===== src/rtl/cpu_pkg.sv =====
// Shared processor definitions: opcode constants, opcode class ranges,
// the flag update mask and the flag bundle.
// Used by the flag producer (flag_unit) and by the branch-condition logic.
package cpu_pkg;

  // Arithmetic class: updates sign, carry and zero.
  localparam logic [5:0] OP_ADD = 6'b000000;
  localparam logic [5:0] OP_ADC = 6'b000001;
  localparam logic [5:0] OP_SUB = 6'b000010;
  localparam logic [5:0] OP_SBB = 6'b000011;
  // Logical/shift class: updates sign and zero; carry holds.
  localparam logic [5:0] OP_AND = 6'b000100;
  localparam logic [5:0] OP_OR  = 6'b000101;
  localparam logic [5:0] OP_SHL = 6'b000110;
  // Branch opcodes: consume flags and never produce them.
  localparam logic [5:0] OP_BEQ = 6'b000111;
  localparam logic [5:0] OP_BNE = 6'b001000;
  localparam logic [5:0] OP_BLT = 6'b001001;
  localparam logic [5:0] OP_BGE = 6'b001010;
  localparam logic [5:0] OP_BCS = 6'b001011;
  localparam logic [5:0] OP_BCC = 6'b001100;
  localparam logic [5:0] OP_BMI = 6'b001101;
  localparam logic [5:0] OP_JMP = 6'b001110;

  // Class ranges, inclusive.
  localparam logic [5:0] ARITH_LO  = OP_ADD;
  localparam logic [5:0] ARITH_HI  = OP_SBB;
  localparam logic [5:0] LOGIC_LO  = OP_AND;
  localparam logic [5:0] LOGIC_HI  = OP_SHL;
  localparam logic [5:0] BRANCH_LO = OP_BEQ;
  localparam logic [5:0] BRANCH_HI = OP_JMP;

  // Update mask: bit MASK_SZ covers sign and zero, bit MASK_C covers carry.
  typedef logic [1:0] upd_mask_t;
  localparam int MASK_SZ = 0;
  localparam int MASK_C  = 1;

  typedef struct packed {
    logic sign;
    logic carry;
    logic zero;
  } flag_t;

  typedef enum logic {
    S1_EMPTY = 1'b0,
    S1_FULL  = 1'b1
  } s1_state_t;

  // ARITH_LO is zero, so only the upper bound is compared for that class.
  function automatic upd_mask_t decode_mask(input logic [5:0] op);
    upd_mask_t m;
    m = '0;
    if (op <= ARITH_HI) begin
      m[MASK_SZ] = 1'b1;
      m[MASK_C]  = 1'b1;
    end else if (op >= LOGIC_LO && op <= LOGIC_HI) begin
      m[MASK_SZ] = 1'b1;
    end
    return m;
  endfunction

endpackage


===== src/rtl/flag_eval.sv =====
// Next sign/zero evaluation from a result word; purely combinational.
// Latency: none. Backpressure: none (no state).
// Ports: result (in, WIDTH) -> sign_next (MSB), zero_next (result == 0).
module flag_eval #(
  parameter int WIDTH = 32
) (
  input  logic [WIDTH-1:0] result,
  output logic             sign_next,
  output logic             zero_next
);

  // The wide zero reduction lives here on its own so it can be timed and
  // floorplanned separately from the flag registers.
  assign sign_next = result[WIDTH-1];
  assign zero_next = ~|result;

endmodule


===== src/rtl/flag_unit.sv =====
// Status-flag producer: captures ALU results and writes sign/carry/zero.
// Latency: accept at edge N, flags written at edge N+1 plus one per stall cycle.
// Backpressure: alu_ready = !stall; stalled input is ignored, S1 and flags hold.
// Ports: clk, rst_n (async, active-low); alu_valid/alu_ready handshake with
//   alu_opcode, alu_result, alu_carry; stall, flush controls; registered
//   sign/carry/zero and flags_pending outputs.
// Optional FLAG_SAVE_EN adds save/restore inputs and a 3-bit flag shadow.
module flag_unit
  import cpu_pkg::*;
#(
  parameter int WIDTH = 32
) (
  input  logic             clk,
  input  logic             rst_n,
  input  logic             alu_valid,
  output logic             alu_ready,
  input  logic [5:0]       alu_opcode,
  input  logic [WIDTH-1:0] alu_result,
  input  logic             alu_carry,
  input  logic             stall,
  input  logic             flush,
`ifdef FLAG_SAVE_EN
  input  logic             save,
  input  logic             restore,
`endif
  output logic             sign,
  output logic             carry,
  output logic             zero,
  output logic             flags_pending
);

  s1_state_t        state_q, state_d;
  logic [WIDTH-1:0] res_q;
  logic             carry_q;
  upd_mask_t        mask_q;
  flag_t            flags_q, flags_d;

  logic             wb_en;
  logic             cap_en;
  logic             restore_en;
  logic             sign_next;
  logic             zero_next;
  flag_t            shadow_val;

`ifdef FLAG_SAVE_EN
  flag_t shadow_q, shadow_d;

  assign restore_en = restore;
  assign shadow_val = shadow_q;

  // A save coinciding with a writeback captures the flags as they were
  // before that edge; restore wins over save and leaves the shadow alone.
  always_comb begin
    shadow_d = shadow_q;
    if (save && !restore) shadow_d = flags_q;
  end

  always_ff @(posedge clk or negedge rst_n) begin
    if (!rst_n) shadow_q <= '0;
    else        shadow_q <= shadow_d;
  end
`else
  assign restore_en = 1'b0;
  assign shadow_val = '0;
`endif

  flag_eval #(.WIDTH(WIDTH)) u_flag_eval (
    .result    (res_q),
    .sign_next (sign_next),
    .zero_next (zero_next)
  );

  assign alu_ready = !stall;

  // S1 control. Flush (and restore) kills the held entry and any
  // simultaneous accept; stall freezes everything; otherwise the held entry
  // writes back while a new one may be captured on the same edge.
  always_comb begin
    state_d = state_q;
    wb_en   = 1'b0;
    cap_en  = 1'b0;
    if (flush || restore_en) begin
      state_d = S1_EMPTY;
    end else if (!stall) begin
      wb_en   = (state_q == S1_FULL);
      cap_en  = alu_valid;
      state_d = alu_valid ? S1_FULL : S1_EMPTY;
    end
  end

  always_comb begin
    flags_d = flags_q;
    if (restore_en) begin
      flags_d = shadow_val;
    end else if (wb_en) begin
      if (mask_q[MASK_SZ]) begin
        flags_d.sign = sign_next;
        flags_d.zero = zero_next;
      end
      if (mask_q[MASK_C]) flags_d.carry = carry_q;
    end
  end

  always_ff @(posedge clk or negedge rst_n) begin
    if (!rst_n) begin
      state_q <= S1_EMPTY;
      flags_q <= '0;
    end else begin
      state_q <= state_d;
      flags_q <= flags_d;
    end
  end

  always_ff @(posedge clk or negedge rst_n) begin
    if (!rst_n) begin
      res_q   <= '0;
      carry_q <= 1'b0;
      mask_q  <= '0;
    end else if (cap_en) begin
      res_q   <= alu_result;
      carry_q <= alu_carry;
      mask_q  <= decode_mask(alu_opcode);
    end
  end

  assign sign          = flags_q.sign;
  assign carry         = flags_q.carry;
  assign zero          = flags_q.zero;
  assign flags_pending = (state_q == S1_FULL) && (mask_q != '0);

endmodule


===== config.mk =====
export PLATFORM = sky130hd
export DESIGN_NAME = flag_unit
export DESIGN_NICKNAME = d
export VERILOG_FILES = /design/src/rtl/cpu_pkg.sv /design/src/rtl/flag_eval.sv /design/src/rtl/flag_unit.sv
export SDC_FILE = /design/constraint.sdc
export NUM_CORES = 1
export LEC_CHECK = 0
export CAP_MARGIN = 15
export CORE_MARGIN = 2
export CORE_UTILIZATION = 45
export CTS_CLUSTER_DIAMETER = 60
export DETAILED_ROUTE_END_ITERATION = 10
export GPL_TIMING_DRIVEN = 1
export PLACE_DENSITY = 0.76
export RECOVER_POWER = 25
export SYNTH_ARGS = -nofsm -noshare
export SYNTH_HDL_FRONTEND = slang
export SYNTH_HIERARCHICAL = 1
export SYNTH_SLANG_ARGS = --single-unit

===== constraint.sdc =====
create_clock -name clk -period 1.5 [get_ports clk]
set_input_delay 0.225 -clock clk [delete_from_list [all_inputs] [get_ports clk]]
set_output_delay 0.225 -clock clk [all_outputs]
set_load 0.005 [all_outputs]

==> results of run 1 <==
==> through the flow <==
stage               setup slack [ns]  instance area (um2)  cells  hold slack [ns]
detailed placement            -0.136                 2280    202            0.181
CTS                            0.109                 2410    213            0.410
finish                         0.124                 2400    213            0.496
global route                  0.0593                 2400    213            0.503
global placement             -0.0924                 2280    202            0.175
floorplan                      0.326                 1740    104          -0.0706
==> layout make-up <==
| class | count | area, um2 |
|---|---|---|
| Clock buffer | 8 | 100 |
| Fill cell | 297 | 1290 |
| Inverter | 1 | 3.75 |
| Multi-Input combinational cell | 59 | 678 |
| Sequential cell | 39 | 976 |
| Tap cell | 48 | 60.1 |
| Timing Repair Buffer | 58 | 583 |
==> flip-flops by register name, indices dropped and copies added (netlist names) <==
signal,cells
carry_q,1
sign,1
state_q,1
zero,1
carry,1
mask_q,2
res_q,32
==> metal layers <==
layer | track usage | wire, um | vias up
li1 | - | - | 496
met1 | 0.227 | 1480 | 519
met2 | 0.281 | 1600 | 42
met3 | 0.0647 | 238 | 2
met4 | 0.0612 | 7 | 0
met5 | 0 | 0 | -
==> power by group <==
part / total (mW) / switching, mW / internal (mW)
Clock: 0.755 / 0.336 / 0.419
Combinational: 0.499 / 0.131 / 0.369
Sequential: 1.34 / 0.111 / 1.23
==> cell families after synthesis <==
logic type      count (synthesis)  synth area share
compound gates                  2           0.00793
buf+inv                         6            0.0476
flops                          39             0.562
mux                            39             0.317
simple gates                   18            0.0656
==> worst max-delay path, delay by kind of cell <==
kind / cells / cell delay [ns]
buf+inv: 4 / 0.93
==> repair_timing <==
item,CTS,global route
buffers inserted,2,0
gates resized for setup,2,0
hold buffers,1,0
endpoints found under the setup margin,2,0
hold endpoints to repair,17,0
==> path summary, 6_finish.rpt <==
path / start / cells past startpoint / to
min in group asynchronous: rst_n / 2 / res_q[0]$_DFFE_PN0P_
worst max register to register: res_q[11]$_DFFE_PN0P_ / 4 / zero$_DFFE_PN0P_
worst min-delay path: stall / 4 / state_q$_DFFE_PN0P_
max in group asynchronous: rst_n / 3 / res_q[6]$_DFFE_PN0P_
worst max-delay path: stall / 4 / alu_ready
worst min register to register: res_q[30]$_DFFE_PN0P_ / 1 / res_q[30]$_DFFE_PN0P_
==> synthesized netlist by cell type (all sizes together) <==
cell / number / area [um2]
dfrtp: 39 / 976
mux2: 38 / 541
nor4: 8 / 56.3
buf: 5 / 78.8
nor2: 4 / 17.5
nand4: 2 / 12.5
a31oi: 1 / 6.26
and2: 1 / 8.76
and3: 1 / 7.51
inv: 1 / 3.75
mux2i: 1 / 10.0
nand3: 1 / 5.00
o21a: 1 / 7.51
or3: 1 / 6.26
==> results.sh, run 1 <==
export IMPL_arrival_ns=1.15
export IMPL_layout_common_cells="clkdlybuf4s50_1 (45), dfrtp_1 (39), mux2_4 (30), mux2_2 (8)"
export IMPL_worstMarginPinSlew_ns=1.01
export IMPL_finalCritPeriodShare=0.917
export IMPL_root_buffer="clkbuf_8"
export IMPL_diodes=0
export IMPL_yosys_warnings=6
export IMPL_drc=0
export IMPL_ios=49
export IMPL_power_mw=2.60
export IMPL_cts_tree="done"
export IMPL_final_net_count=208
export IMPL_power_density_nw_per_um2=1080
export IMPL_core_area_um2=3690
export IMPL_endpoint_kind="primary output"
export IMPL_postRouteAntennaNets=0
export IMPL_synth_net_count=148
export IMPL_ir_worst_vdd_v=0.000517
export IMPL_gp_congestion=0.768
export IMPL_final_common_cell="clkdlybuf4s50_1"
export IMPL_area_growth_pct=38.3
export IMPL_synth_seq_cells=39
export IMPL_synth_cell_types=19
export IMPL_drtIter0Drc=34
export IMPL_max_freq_ghz=0.727
export IMPL_cap_violations=0
export IMPL_syn_inst=104
export IMPL_worstPathMaxFanout=2
export IMPL_critPathRequiredTime_ns=1.27
export IMPL_first_global_vias=1184
export IMPL_grt_max_degree=23
export IMPL_place_hpwl_mm=2.48
export IMPL_final_layout_size_suffix_gt1_frac=0.345
export IMPL_grt_pass1_wl_mm=5.66
export IMPL_start_kind="primary input"
export IMPL_leakagePower_nw=1.06
export IMPL_cts_made_buffers=5
export IMPL_setup_tns_ns=0
export IMPL_syn_area_per_cell_um2=16.7
export IMPL_setup_violations=0
export IMPL_final_util=0.651
export IMPL_status="complete, no violations"
export IMPL_die_w_um=66.1
export IMPL_cts_sinks=39
export IMPL_slowest_delay_ns=0.49
export IMPL_ys_seq_area_frac=0.562
export IMPL_routed_wl_mm=3.33
export IMPL_hold_class="in2reg"
export IMPL_clock_skew_final_ns=0.00293
export IMPL_antenna_found_initial=0
export IMPL_clk_pin_slew_worst_paths_ns=0.07
export IMPL_slew_viol_final=0
export IMPL_row_count=22
export IMPL_die_area_um2=4370
export IMPL_vias=1059
export IMPL_hold_violations=0
export IMPL_port_buffers=48
export IMPL_first_pass_iters=4
export IMPL_criticalPathCategory="in2out"
export IMPL_rsz0062_at_grt="no"
export IMPL_worstPathCellList="dlygate4sd2_1, buf_4, inv_1, clkdlybuf4s50_1"
export IMPL_grt_ovfl_total=0
export IMPL_syn_area_um2=1740
export IMPL_slowest_stage="clkdlybuf4s50_1"
export IMPL_relSlewSlack=0.327
export IMPL_r2r_slack_ns=0.27
export IMPL_fin_crit_ns=1.38
export IMPL_grtUsageTotal=0.179
export IMPL_initial_utilization=0.471
export IMPL_clockBufferDepth=2
export IMPL_die_h_um=66.1
export IMPL_clock_latency_ns=0.28
export IMPL_wl_per_cell_um=15.6
export IMPL_routed_via_density=4.97
export IMPL_h_tree_depth=2
Power figures use the tool's default switching activity.
==> inputs of run 2 (changes only) <==
==> constraint.sdc (replaced) <==
create_clock -name clk -period 1.45 [get_ports clk]
set_input_delay 0.2175 -clock clk [delete_from_list [all_inputs] [get_ports clk]]
set_output_delay 0.2175 -clock clk [all_outputs]
set_load 0.02 [all_outputs]
==> results.sh, run 2 (synthesis gave the netlist of run 1 again) <==
export IMPL_ff2ff_path_depth=4
export IMPL_initial_utilization=0.471
export IMPL_grtUsageTotal=0.161
export IMPL_final_net_count=204
export IMPL_setup_ws_ns=0.0776
export IMPL_first_global_vias=1135
export IMPL_fin_hold_ws_ns=0.392
export IMPL_start_kind="flip-flop"
export IMPL_endpoint_kind="primary output"
export IMPL_cts_sinks=39
export IMPL_clockBufferDepth=2
export IMPL_row_count=22
export IMPL_final_common_cell="clkdlybuf4s50_1"
export IMPL_postRouteAntennaNets=0
export IMPL_h_tree_depth=2
export IMPL_gp_congestion=0.745
export IMPL_root_buffer="clkbuf_8"
export IMPL_leakagePower_nw=1.04
export IMPL_ir_worst_vdd_v=0.000743
export IMPL_antenna_found_initial=0
export IMPL_criticalPathCategory="reg2out"
export IMPL_arrival_ns=1.15
export IMPL_ios=49
export IMPL_core_area_um2=3690
export IMPL_relSlewSlack=0.681
export IMPL_grt_ovfl_total=0
export IMPL_cts_made_buffers=5
export IMPL_largest_reg_flops=32
export IMPL_finalCritPeriodShare=0.947
export IMPL_clock_skew_final_ns=0.00397
export IMPL_grt_pass1_wl_mm=5.12
export IMPL_worstMarginPinSlew_ns=0.478
export IMPL_largest_registers="res_q x32, mask_q x2"
export IMPL_wl_per_cell_um=14.7
export IMPL_post_place_ws_ns=-0.196
export IMPL_grt_max_degree=23
export IMPL_r2r_slack_ns=0.26
export IMPL_cts_tree="done"
export IMPL_critPathRequiredTime_ns=1.23
export IMPL_final_layout_size_suffix_gt1_frac=0.342
export IMPL_hold_class="in2async"
export IMPL_drtIter0Drc=47
export IMPL_die_h_um=66.1
export IMPL_postCtsSetupBuffers=0
export IMPL_final_util=0.635
export IMPL_first_pass_iters=2
export IMPL_area_growth_pct=34.9
export IMPL_place_hpwl_mm=2.43
export IMPL_slew_viol_final=0
export IMPL_clock_latency_ns=0.29
export IMPL_routed_wl_mm=3.07
export IMPL_setup_violations=0
export IMPL_die_w_um=66.1
export IMPL_clk_pin_slew_worst_paths_ns=0.07
export IMPL_port_buffers=48
export IMPL_power_mw=2.58
export IMPL_rsz0062_at_grt="no"
export IMPL_drc=0
export IMPL_diodes=0
export IMPL_fin_crit_ns=1.37
export IMPL_worstPathMaxFanout=3
export IMPL_routed_via_density=4.88
export IMPL_die_area_um2=4370
export IMPL_hold_violations=0
export IMPL_regMostFlops="res_q"
export IMPL_cap_violations=0
export IMPL_power_density_nw_per_um2=1100
export IMPL_layout_common_cells="clkdlybuf4s50_1 (42), dfrtp_1 (39), mux2_4 (30), mux2_2 (8), nor4_1 (7)"
export IMPL_setup_tns_ns=0
export IMPL_status="complete, no violations"
export IMPL_max_freq_ghz=0.729
export IMPL_vias=1019
-- run 2: per-stage QoR --
step	instance area, um2	cells
2_1_floorplan	1740	104
3_3_place_gp	2270	200
3_5_place_dp	2270	200
4_1_cts	2360	209
5_1_grt	2340	209
6_report	2340	209
-- run 2: report_power, final --
part / internal, mW / switching [mW]
Clock: 0.335 / 0.348
Sequential: 1.27 / 0.113
Combinational: 0.368 / 0.138
Total: 1.98 / 0.598
-- run 2: critical path, cell delays in order (launching register included) --
cell and delay, ns:
dfrtp_1 0.40, o21a_1 0.19, clkdlybuf4s15_1 0.28
-- run 2: what timing repair did --
action,CTS,global route
pin swaps,0,0
hold endpoints to repair,17,0
gates cloned,0,0
hold buffers,1,0
resized for setup,5,1
setup endpoints to repair,5,1
-- run 2: layer usage --
layer / track usage / vias up / part of all wire
li1: - / 487 / -
met1: 0.202 / 487 / 0.44
met2: 0.259 / 39 / 0.47
met3: 0.0443 / 6 / 0.068
met4: 0.0689 / 0 / 0.014
met5: 0 / - / 0
-- run 2: final cells by class --
type	count	area (um2)
fill	290	1350
clock inverter	2	12.5
tap	48	60.1
clock buffer	6	72.6
inverter	1	3.75
multi-input combinational	59	678
sequential	39	976
timing repair buffer	54	541
-- run 2: path summary, 6_finish.rpt --
check                                        endpoint             startpoint
worst max-delay path                    flags_pending  mask_q[1]$_DFFE_PN0P_
worst min-delay path            res_q[23]$_DFFE_PN0P_                  rst_n
worst max register to register       zero$_DFFE_PN0P_  res_q[11]$_DFFE_PN0P_
worst min register to register   res_q[4]$_DFFE_PN0P_   res_q[4]$_DFFE_PN0P_
max in group asynchronous       mask_q[1]$_DFFE_PN0P_                  rst_n
min in group clk                 res_q[4]$_DFFE_PN0P_   res_q[4]$_DFFE_PN0P_
==> inputs of run 3 (changes only) <==
CAP_MARGIN = 20   (was 15)
CORE_MARGIN = 4   (was 2)
==> results.sh, run 3 (synthesis gave the netlist of run 1 again) <==
export IMPL_status="complete, no violations"
export IMPL_final_layout_size_suffix_gt1_frac=0.360
export IMPL_start_kind="flip-flop"
export IMPL_max_freq_ghz=0.707
export IMPL_slew_viol_final=0
export IMPL_rsz0062_at_grt="no"
export IMPL_grt_ovfl_total=0
export IMPL_fillers=282
export IMPL_dpl_cell_area_um2=2290
export IMPL_h_tree_depth=2
export IMPL_ir_worst_vdd_v=0.000538
export IMPL_critPathRequiredTime_ns=1.23
export IMPL_slowest_stage="dfrtp_1"
export IMPL_place_hpwl_mm=2.60
export IMPL_wl_per_cell_um=15.4
export IMPL_core_area_um2=3690
export IMPL_largest_reg_flops=32
export IMPL_routed_via_density=4.86
export IMPL_leakagePower_nw=1.07
export IMPL_final_net_count=207
export IMPL_clock_latency_ns=0.29
export IMPL_routed_wl_mm=3.26
export IMPL_fin_crit_ns=1.41
export IMPL_first_global_vias=1152
export IMPL_timing_rr_start="res_q[11]$_DFFE_PN0P_"
export IMPL_postRouteAntennaNets=0
export IMPL_power_density_nw_per_um2=1120
export IMPL_antenna_found_initial=0
export IMPL_worstPathCellList="o21a_1, dlygate4sd2_1"
export IMPL_regMostFlops="res_q"
export IMPL_vias=1031
export IMPL_relSlewSlack=0.694
export IMPL_clk_pin_slew_worst_paths_ns=0.07
export IMPL_criticalPathCategory="reg2out"
export IMPL_worstPathMaxFanout=3
export IMPL_diodes=0
export IMPL_drtIter0Drc=36
export IMPL_hold_violations=0
export IMPL_clock_skew_final_ns=0.00559
export IMPL_row_count=22
export IMPL_multi_input_area_um2=678
export IMPL_clockBufferDepth=2
export IMPL_final_common_cell="clkdlybuf4s50_1"
export IMPL_cts_sinks=39
export IMPL_cap_violations=0
export IMPL_worstMarginPinSlew_ns=0.458
export IMPL_die_area_um2=4920
export IMPL_grt_pass1_wl_mm=5.60
export IMPL_port_buffers=48
export IMPL_first_pass_iters=4
export IMPL_largest_registers="res_q x32, mask_q x2"
export IMPL_grt_max_degree=23
export IMPL_register_area_um2=976
export IMPL_hold_class="in2async"
export IMPL_ios=49
export IMPL_area_growth_pct=38.1
export IMPL_fin_area_um2=2400
export IMPL_endpoint_kind="primary output"
export IMPL_layout_common_cells="clkdlybuf4s50_1 (42), dfrtp_1 (39), mux2_4 (30), mux2_2 (8)"
export IMPL_power_mw=2.70
export IMPL_postCtsSetupBuffers=0
export IMPL_slowest_delay_ns=0.41
export IMPL_drc=0
export IMPL_setup_violations=0
export IMPL_grtUsageTotal=0.148
export IMPL_die_h_um=70.1
export IMPL_arrival_ns=1.20
export IMPL_die_w_um=70.1
export IMPL_r2r_slack_ns=0.19
export IMPL_gp_congestion=0.768
export IMPL_initial_utilization=0.471
export IMPL_cts_made_buffers=5
export IMPL_crit_path_start="mask_q[1]$_DFFE_PN0P_"
export IMPL_finalCritPeriodShare=0.975
export IMPL_root_buffer="clkbuf_8"
export IMPL_cts_tree="done"
-- run 3: changes by cell type in the layout (fill, tap and decap cells not counted), sizes merged --
| cell | delta |
|---|---|
| clkdlybuf4s15 | -1 |
| clkinv | -1 |
| dlygate4sd2 | +1 |
| buf | +3 |
| clkbuf | +1 |
-- run 3: report_power, final --
part	switching, mW	total (mW)	internal, mW
Clock	0.363	0.795	0.432
Sequential	0.113	1.39	1.27
Combinational	0.140	0.516	0.376
-- run 3: stage by stage --
step	setup WS [ns]	utilization	hold slack (ns)	instances	TNS, ns
after floorplan	0.284	-	-0.0781	104	0
after global placement	-0.168	0.621	0.168	203	-5.46
after detailed placement	-0.220	0.621	0.170	203	-7.22
after CTS	0.0257	0.650	0.392	212	0
after global routing	0.00160	0.650	0.451	212	0
final	0.0360	0.650	0.399	212	0
-- run 3: area by class of cell --
| type | instances | share of cell area |
|---|---|---|
| inverters | 1 | 0.00156 |
| multi-input cells | 59 | 0.283 |
| well taps | 48 | 0.0250 |
| clock buffers | 7 | 0.0402 |
| flip-flops and latches | 39 | 0.407 |
| clock inverters | 1 | 0.00313 |
| repair buffers | 57 | 0.240 |
-- run 3: critical path, delay by kind of cell (launching register included) --
family / cells / cell delay [ns]
flip-flops: 1 / 0.41
buffers and inverters: 1 / 0.32
AO/OA/AOI/OAI: 1 / 0.19
-- run 3: path summary, 6_finish.rpt --
kind | endpoint | depth (start not counted)
max | flags_pending | 2
min | res_q[20]$_DFFE_PN0P_ | 2
max reg2reg | zero$_DFFE_PN0P_ | 4
min reg2reg | sign$_DFFE_PN0P_ | 1
max in group asynchronous | res_q[12]$_DFFE_PN0P_ | 3
min in group clk | sign$_DFFE_PN0P_ | 1
-- run 3: layer usage --
metal  up-vias  routed length (um)  GRT usage
li1        491                   -          -
met1       493                1450      0.192
met2        41                1530      0.219
met3         6                 241     0.0719
met4         0                  41     0.0447
met5         -                   0          0
-- run 3: what timing repair did --
action	4_1_cts	5_1_grt
endpoints found under the setup margin	5	0
hold buffers	1	0
endpoints found under the hold margin	17	0
gates resized for setup	5	0
